===== config.mk =====
export PLATFORM = sky130hd
export DESIGN_NAME = fifo_wr_arbiter_flat
export DESIGN_NICKNAME = d
export VERILOG_FILES = /design/src/rtl/fifo_wr_arbiter_if.sv /design/src/rtl/fifo_wr_arbiter.sv /design/src/flat_wrapper.sv
export SDC_FILE = /design/constraint.sdc
export NUM_CORES = 1
export LEC_CHECK = 0
export ABC_AREA = 1
export CAP_MARGIN = 5
export CORE_ASPECT_RATIO = 1.5
export CORE_MARGIN = 5
export CORE_UTILIZATION = 39
export DETAILED_ROUTE_END_ITERATION = 12
export PLACE_DENSITY = 0.87
export SYNTH_ARGS = -nofsm -noshare
export SYNTH_HDL_FRONTEND = slang
export SYNTH_SLANG_ARGS = --single-unit

===== constraint.sdc =====
create_clock -name clk -period 2.6 [get_ports clk]
set_input_delay 0.39 -clock clk [delete_from_list [all_inputs] [get_ports clk]]
set_output_delay 0.39 -clock clk [all_outputs]
set_load 0.05 [all_outputs]

===== src/rtl/fifo_wr_arbiter_if.sv =====
// Handshake and FIFO write-port bundle between N producers, the arbiter and sync_fifo.
// The arbiter uses the slave view; the producer/FIFO environment uses the master view.
interface fifo_wr_arbiter_if #(
  parameter int N  = 4,
  parameter int DW = 16
);
  localparam int IW = $clog2(N);

  logic [N-1:0]    req_valid;
  logic [N*DW-1:0] req_data;
  logic [N-1:0]    req_ready;
  logic            fifo_full;
  logic            fifo_wr_en;
  logic [DW-1:0]   fifo_din;
  logic [IW-1:0]   grant_id;
  logic            busy;

  modport master (
    output req_valid, req_data, fifo_full,
    input  req_ready, fifo_wr_en, fifo_din, grant_id, busy
  );

  modport slave (
    input  req_valid, req_data, fifo_full,
    output req_ready, fifo_wr_en, fifo_din, grant_id, busy
  );
endinterface


===== src/rtl/fifo_wr_arbiter.sv =====
// Round-robin arbiter sharing one sync_fifo write port among N producers, granting
// bounded bursts of up to MAX_BURST beats with zero-cycle, full-aware transfers.
module fifo_wr_arbiter #(
  parameter int N         = 4,
  parameter int DW        = 16,
  parameter int MAX_BURST = 4
) (
  input logic              clk,
  input logic              rst,
  fifo_wr_arbiter_if.slave bus
);
  localparam int IW = $clog2(N);
  localparam int BW = $clog2(MAX_BURST + 1);

  typedef enum logic {IDLE, BURST} state_e;

  state_e        state_q, state_d;
  logic [IW-1:0] owner_q, owner_d;
  logic [IW-1:0] rr_ptr_q, rr_ptr_d;
  logic [BW-1:0] beat_cnt_q, beat_cnt_d;
  logic [IW-1:0] cand_idx, gnt_idx;
  logic          cand_found;
  logic [N-1:0]  ready;

  function automatic logic [IW-1:0] wrap_inc(input logic [IW-1:0] idx);
    return (int'(idx) == N - 1) ? '0 : idx + 1'b1;
  endfunction

  // Scan downward so the lowest offset from rr_ptr_q is the one left standing.
  always_comb begin
    cand_found = 1'b0;
    cand_idx   = '0;
    for (int k = N - 1; k >= 0; k--) begin
      if (bus.req_valid[(int'(rr_ptr_q) + k) % N]) begin
        cand_found = 1'b1;
        cand_idx   = IW'((int'(rr_ptr_q) + k) % N);
      end
    end
  end

  // NOTE: every signal driven here gets a default first, so no path can infer a latch.
  always_comb begin
    state_d    = state_q;
    owner_d    = owner_q;
    rr_ptr_d   = rr_ptr_q;
    beat_cnt_d = beat_cnt_q;
    ready      = '0;
    gnt_idx    = owner_q;
    case (state_q)
      IDLE: begin
        if (cand_found) begin
          gnt_idx = cand_idx;
          if (!bus.fifo_full) begin
            ready[cand_idx] = 1'b1;
            owner_d         = cand_idx;
            if (MAX_BURST > 1) begin
              state_d    = BURST;
              beat_cnt_d = BW'(1);
            end else begin
              rr_ptr_d = wrap_inc(cand_idx);
            end
          end
        end
      end
      BURST: begin
        if (!bus.req_valid[owner_q]) begin
          // Owner went quiet: release with a bubble, no transfer this cycle.
          state_d    = IDLE;
          rr_ptr_d   = wrap_inc(owner_q);
          beat_cnt_d = '0;
        end else if (!bus.fifo_full) begin
          ready[owner_q] = 1'b1;
          if (beat_cnt_q == BW'(MAX_BURST - 1)) begin
            state_d    = IDLE;
            rr_ptr_d   = wrap_inc(owner_q);
            beat_cnt_d = '0;
          end else begin
            beat_cnt_d = beat_cnt_q + 1'b1;
          end
        end
      end
    endcase
  end

  // NOTE: state registers use non-blocking assignments so all flops update together.
  always_ff @(posedge clk or posedge rst) begin
    if (rst) begin
      state_q    <= IDLE;
      owner_q    <= '0;
      rr_ptr_q   <= '0;
      beat_cnt_q <= '0;
    end else begin
      state_q    <= state_d;
      owner_q    <= owner_d;
      rr_ptr_q   <= rr_ptr_d;
      beat_cnt_q <= beat_cnt_d;
    end
  end

  // Reset also masks the combinational handshake so nothing is written while it is held.
  assign bus.req_ready  = rst ? '0 : ready;
  assign bus.fifo_wr_en = |(bus.req_valid & bus.req_ready);
  assign bus.fifo_din   = bus.req_data[int'(gnt_idx)*DW +: DW];
  assign bus.grant_id   = rst ? '0 : gnt_idx;
  assign bus.busy       = (state_q == BURST);
endmodule


===== src/flat_wrapper.sv =====
// flat-port wrapper written by rule: the top's interface ports become plain ports
module fifo_wr_arbiter_flat 
#(
  parameter int N         = 4,
  parameter int DW        = 16,
  parameter int MAX_BURST = 4
)
  (clk, rst, bus_req_valid, bus_req_data, bus_fifo_full, bus_req_ready, bus_fifo_wr_en, bus_fifo_din, bus_grant_id, bus_busy);
  fifo_wr_arbiter_if #(.N(N), .DW(DW)) bus_i ();
  input logic clk;
  input logic rst;
  input wire logic [$bits(bus_i.req_valid)-1:0] bus_req_valid;
  input wire logic [$bits(bus_i.req_data)-1:0] bus_req_data;
  input wire logic [$bits(bus_i.fifo_full)-1:0] bus_fifo_full;
  output wire logic [$bits(bus_i.req_ready)-1:0] bus_req_ready;
  output wire logic [$bits(bus_i.fifo_wr_en)-1:0] bus_fifo_wr_en;
  output wire logic [$bits(bus_i.fifo_din)-1:0] bus_fifo_din;
  output wire logic [$bits(bus_i.grant_id)-1:0] bus_grant_id;
  output wire logic [$bits(bus_i.busy)-1:0] bus_busy;
  assign bus_i.req_valid = bus_req_valid;
  assign bus_i.req_data = bus_req_data;
  assign bus_i.fifo_full = bus_fifo_full;
  assign bus_req_ready = bus_i.req_ready;
  assign bus_fifo_wr_en = bus_i.fifo_wr_en;
  assign bus_fifo_din = bus_i.fifo_din;
  assign bus_grant_id = bus_i.grant_id;
  assign bus_busy = bus_i.busy;
  fifo_wr_arbiter #(.N(N), .DW(DW), .MAX_BURST(MAX_BURST)) u_core (.clk(clk), .rst(rst), .bus(bus_i));
endmodule

==> reports/metrics.yaml <==
synth_area_per_cell_sq_um: 5.91
grt-ovfl-total: 0
clock_path_buffers: 2
crit_end: "bus_fifo_din[4]"
skew_ns: 0.0103
synth-seq-cells: 8
antenna_found_initial: 1
fillers: 178
wirelength_um: 10700
grt_pass1_wl_um: 12400
reg2reg_from: "u_core.rr_ptr_q[0]"
syn-cell-area_sq_mm: 0.00169
rsz0062_at_grt: "true"
diodes: 0
slew_viol_final: 0
clk_pin_slew_ns: 0.04
nets: 496
die_width_um: 63.8
cts_root_buf: "clkbuf_8"
cts_sinks: 8
violations: "setup timing"
multi_input_area_sq_mm: 0.00147
cp_max_fo: 8
drive_gt1_share_pct: 41.1
synth_cell_type_count: 25
ant_nets: 0
grt_pass1_vias: 2545
htreeDepth: 1
setup_violations: 23
grt_max_degree: 17
cp-start-kind: "flip-flop"
crit_arrival_ns: 2.68
hold_viol_final: 0
maxSlewHeadroom_pct: 66.9
status: "finished with violations"
clock_latency_ns: 0.25
initial_utilization_pct: 40.2
fmax_mhz: 326
cts_tree: "yes"
r2r_slack_ns: 0.45
synth_nets: 362
tightest_slew_ns: 0.495
crit_start: "u_core.rr_ptr_q[0]"
drc: 0
worst_setup_path_end_kind: "primary output"
yosysWarnings: 0
drt_first_iter_violations: 251
first_pass_iters: 5
seq_area_sq_um: 203
path_class: "flip-flop to primary output"
fp.dieH_um: 90.7
die-area_sq_mm: 0.00578
via_per_inst: 6.05
timing.final.ws_setup_ns: -0.467
finalCritPeriodShare_pct: 118
postSynthCellCount: 286
hp-class: "flip-flop to flip-flop"
dp_hpwl_um: 5180
ys_seq_area_share_pct: 11.8
core_area_sq_mm: 0.00421
place_congestion: 0.929
grt_usage_pct: 26.9
period_minus_slack_ns: 3.07
cts_made_buffers: 3
maxCapViolations: 0
area_growth_pct: 119
r2r-end: "u_core.beat_cnt_q[0]"
rows: 29
ios: 95
worstPathRequired_ns: 2.21
wl_per_cell_um: 23.1
vias: 2806
reg2reg_depth: 13
setup_tns_ns: -7.27
io_buffer_count: 94
cell usage after synthesis:
library cell | n | area (sq um)
nand2_1 | 87 | 327
mux2_2 | 1 | 11.3
dfrtp_1 | 8 | 200
nand2_4 | 2 | 22.5
ha_1 | 5 | 62.6
nor2_4 | 1 | 11.3
o211ai_2 | 10 | 125
nand2_2 | 20 | 125
buf_8 | 1 | 15.0
and2_1 | 1 | 6.26
nand3_2 | 1 | 10.0
o21ai_1 | 1 | 5.00
nand3_1 | 24 | 120
buf_6 | 8 | 90.1
a21oi_1 | 6 | 30.0
inv_2 | 3 | 11.3
buf_4 | 1 | 7.51
inv_4 | 1 | 6.26
inv_1 | 53 | 199
inv_8 | 1 | 11.3
o21ai_0 | 10 | 50.1
o21ai_4 | 1 | 16.3
o31ai_1 | 1 | 7.51
o211ai_1 | 20 | 150
nor2_1 | 19 | 71.3
final cells by class:
class                           instances  share of cell area [%]
Timing Repair Buffer                  139                    45.6
Multi-Input combinational cell        210                    39.7
Inverter                               58                    6.57
Sequential cell                         8                    5.48
Tap cell                               46                    1.56
Clock buffer                            3                    1.12
how the worst min path moves through the flow:
stage | cells after the start | slack [ns] | from | endpoint
after floorplan | 1 | 0.24 | rst | u_core.beat_cnt_q[0]
after global placement | 2 | 0.49 | u_core.beat_cnt_q[2] | u_core.beat_cnt_q[2]
after detailed placement | 2 | 0.49 | u_core.beat_cnt_q[2] | u_core.beat_cnt_q[2]
after CTS | 2 | 0.50 | u_core.beat_cnt_q[2] | u_core.beat_cnt_q[2]
after global routing | 2 | 0.54 | u_core.beat_cnt_q[2] | u_core.beat_cnt_q[2]
final | 2 | 0.52 | u_core.beat_cnt_q[2] | u_core.beat_cnt_q[2]
flip-flops by register name (all words and copies together), names as in the netlist:
name / cells
u_core.beat_cnt_q: 3
u_core.owner_q: 2
u_core.rr_ptr_q: 2
u_core.bus.busy: 1
worst max-delay path, stage by stage (launching register included):
cell      delay, ns
dfrtp_2        0.50
inv_8          0.14
nand2_2        0.08
nand2_4        0.08
nand2_4        0.08
nand2_4        0.12
nor2_4         0.05
nor2_2         0.19
nand2_1        0.09
nand2_2        0.10
nand2_4        0.09
nand2_8        0.09
buf_8          0.15
buf_8          0.11
nand2_1        0.08
o211ai_1       0.17
nand2_2        0.14
buf_12         0.17
cells in the final DEF (no fill, tap or decap), drive strengths merged, types with 6 or more instances in the layout:
cell type and count:
a21oi 6, buf 66, clkdlybuf4s50 67, dfrtp 8, inv 58, nand2 109, nand3 25, nor2 20
o211ai 30, o21ai 12
cells by family after synthesis:
| group | share of synthesized area [%] |
|---|---|
| AO/OA/AOI/OAI | 22.7 |
| adder cells (fa/ha/maj) | 3.70 |
| flip-flops | 11.8 |
| multiplexers | 0.666 |
| buffers and inverters | 20.1 |
| AND/OR/NAND/NOR | 41.0 |
layer usage:
| metal | part of all wire [%] | routed length (um) | GRT usage (%) |
|---|---|---|---|
| met3 | 9.0 | 964 | 6.23 |
| met1 | 30 | 3260 | 25.0 |
| met5 | 0.17 | 18 | 0 |
| met4 | 10 | 1100 | 14.0 |
| met2 | 50 | 5380 | 51.7 |
stage by stage:
stage / std cells / setup WS [ns] / hold slack (ns) / util, % / area [sq um]
finish: 464 / -0.467 / 0.515 / 87.8 / 3700
global route: 464 / -0.524 / 0.543 / 87.8 / 3700
CTS: 455 / -0.112 / 0.501 / 80.4 / 3380
detailed placement: 436 / -0.233 / 0.495 / 70.6 / 2970
global placement: 436 / -0.161 / 0.492 / 70.6 / 2970
floorplan: 286 / 0.0831 / 0.238 / - / 1690
what timing repair did:
action | CTS | global route
cloned | 4 | 2
setup endpoints to repair | 23 | 23
resized for setup | 55 | 58
buffers inserted | 13 | 8
hold buffers | 0 | 0
pin swaps | 29 | 36
Power is not shown: default switching activity piles up to over one toggle a cycle in this logic, so the estimate is an artifact.
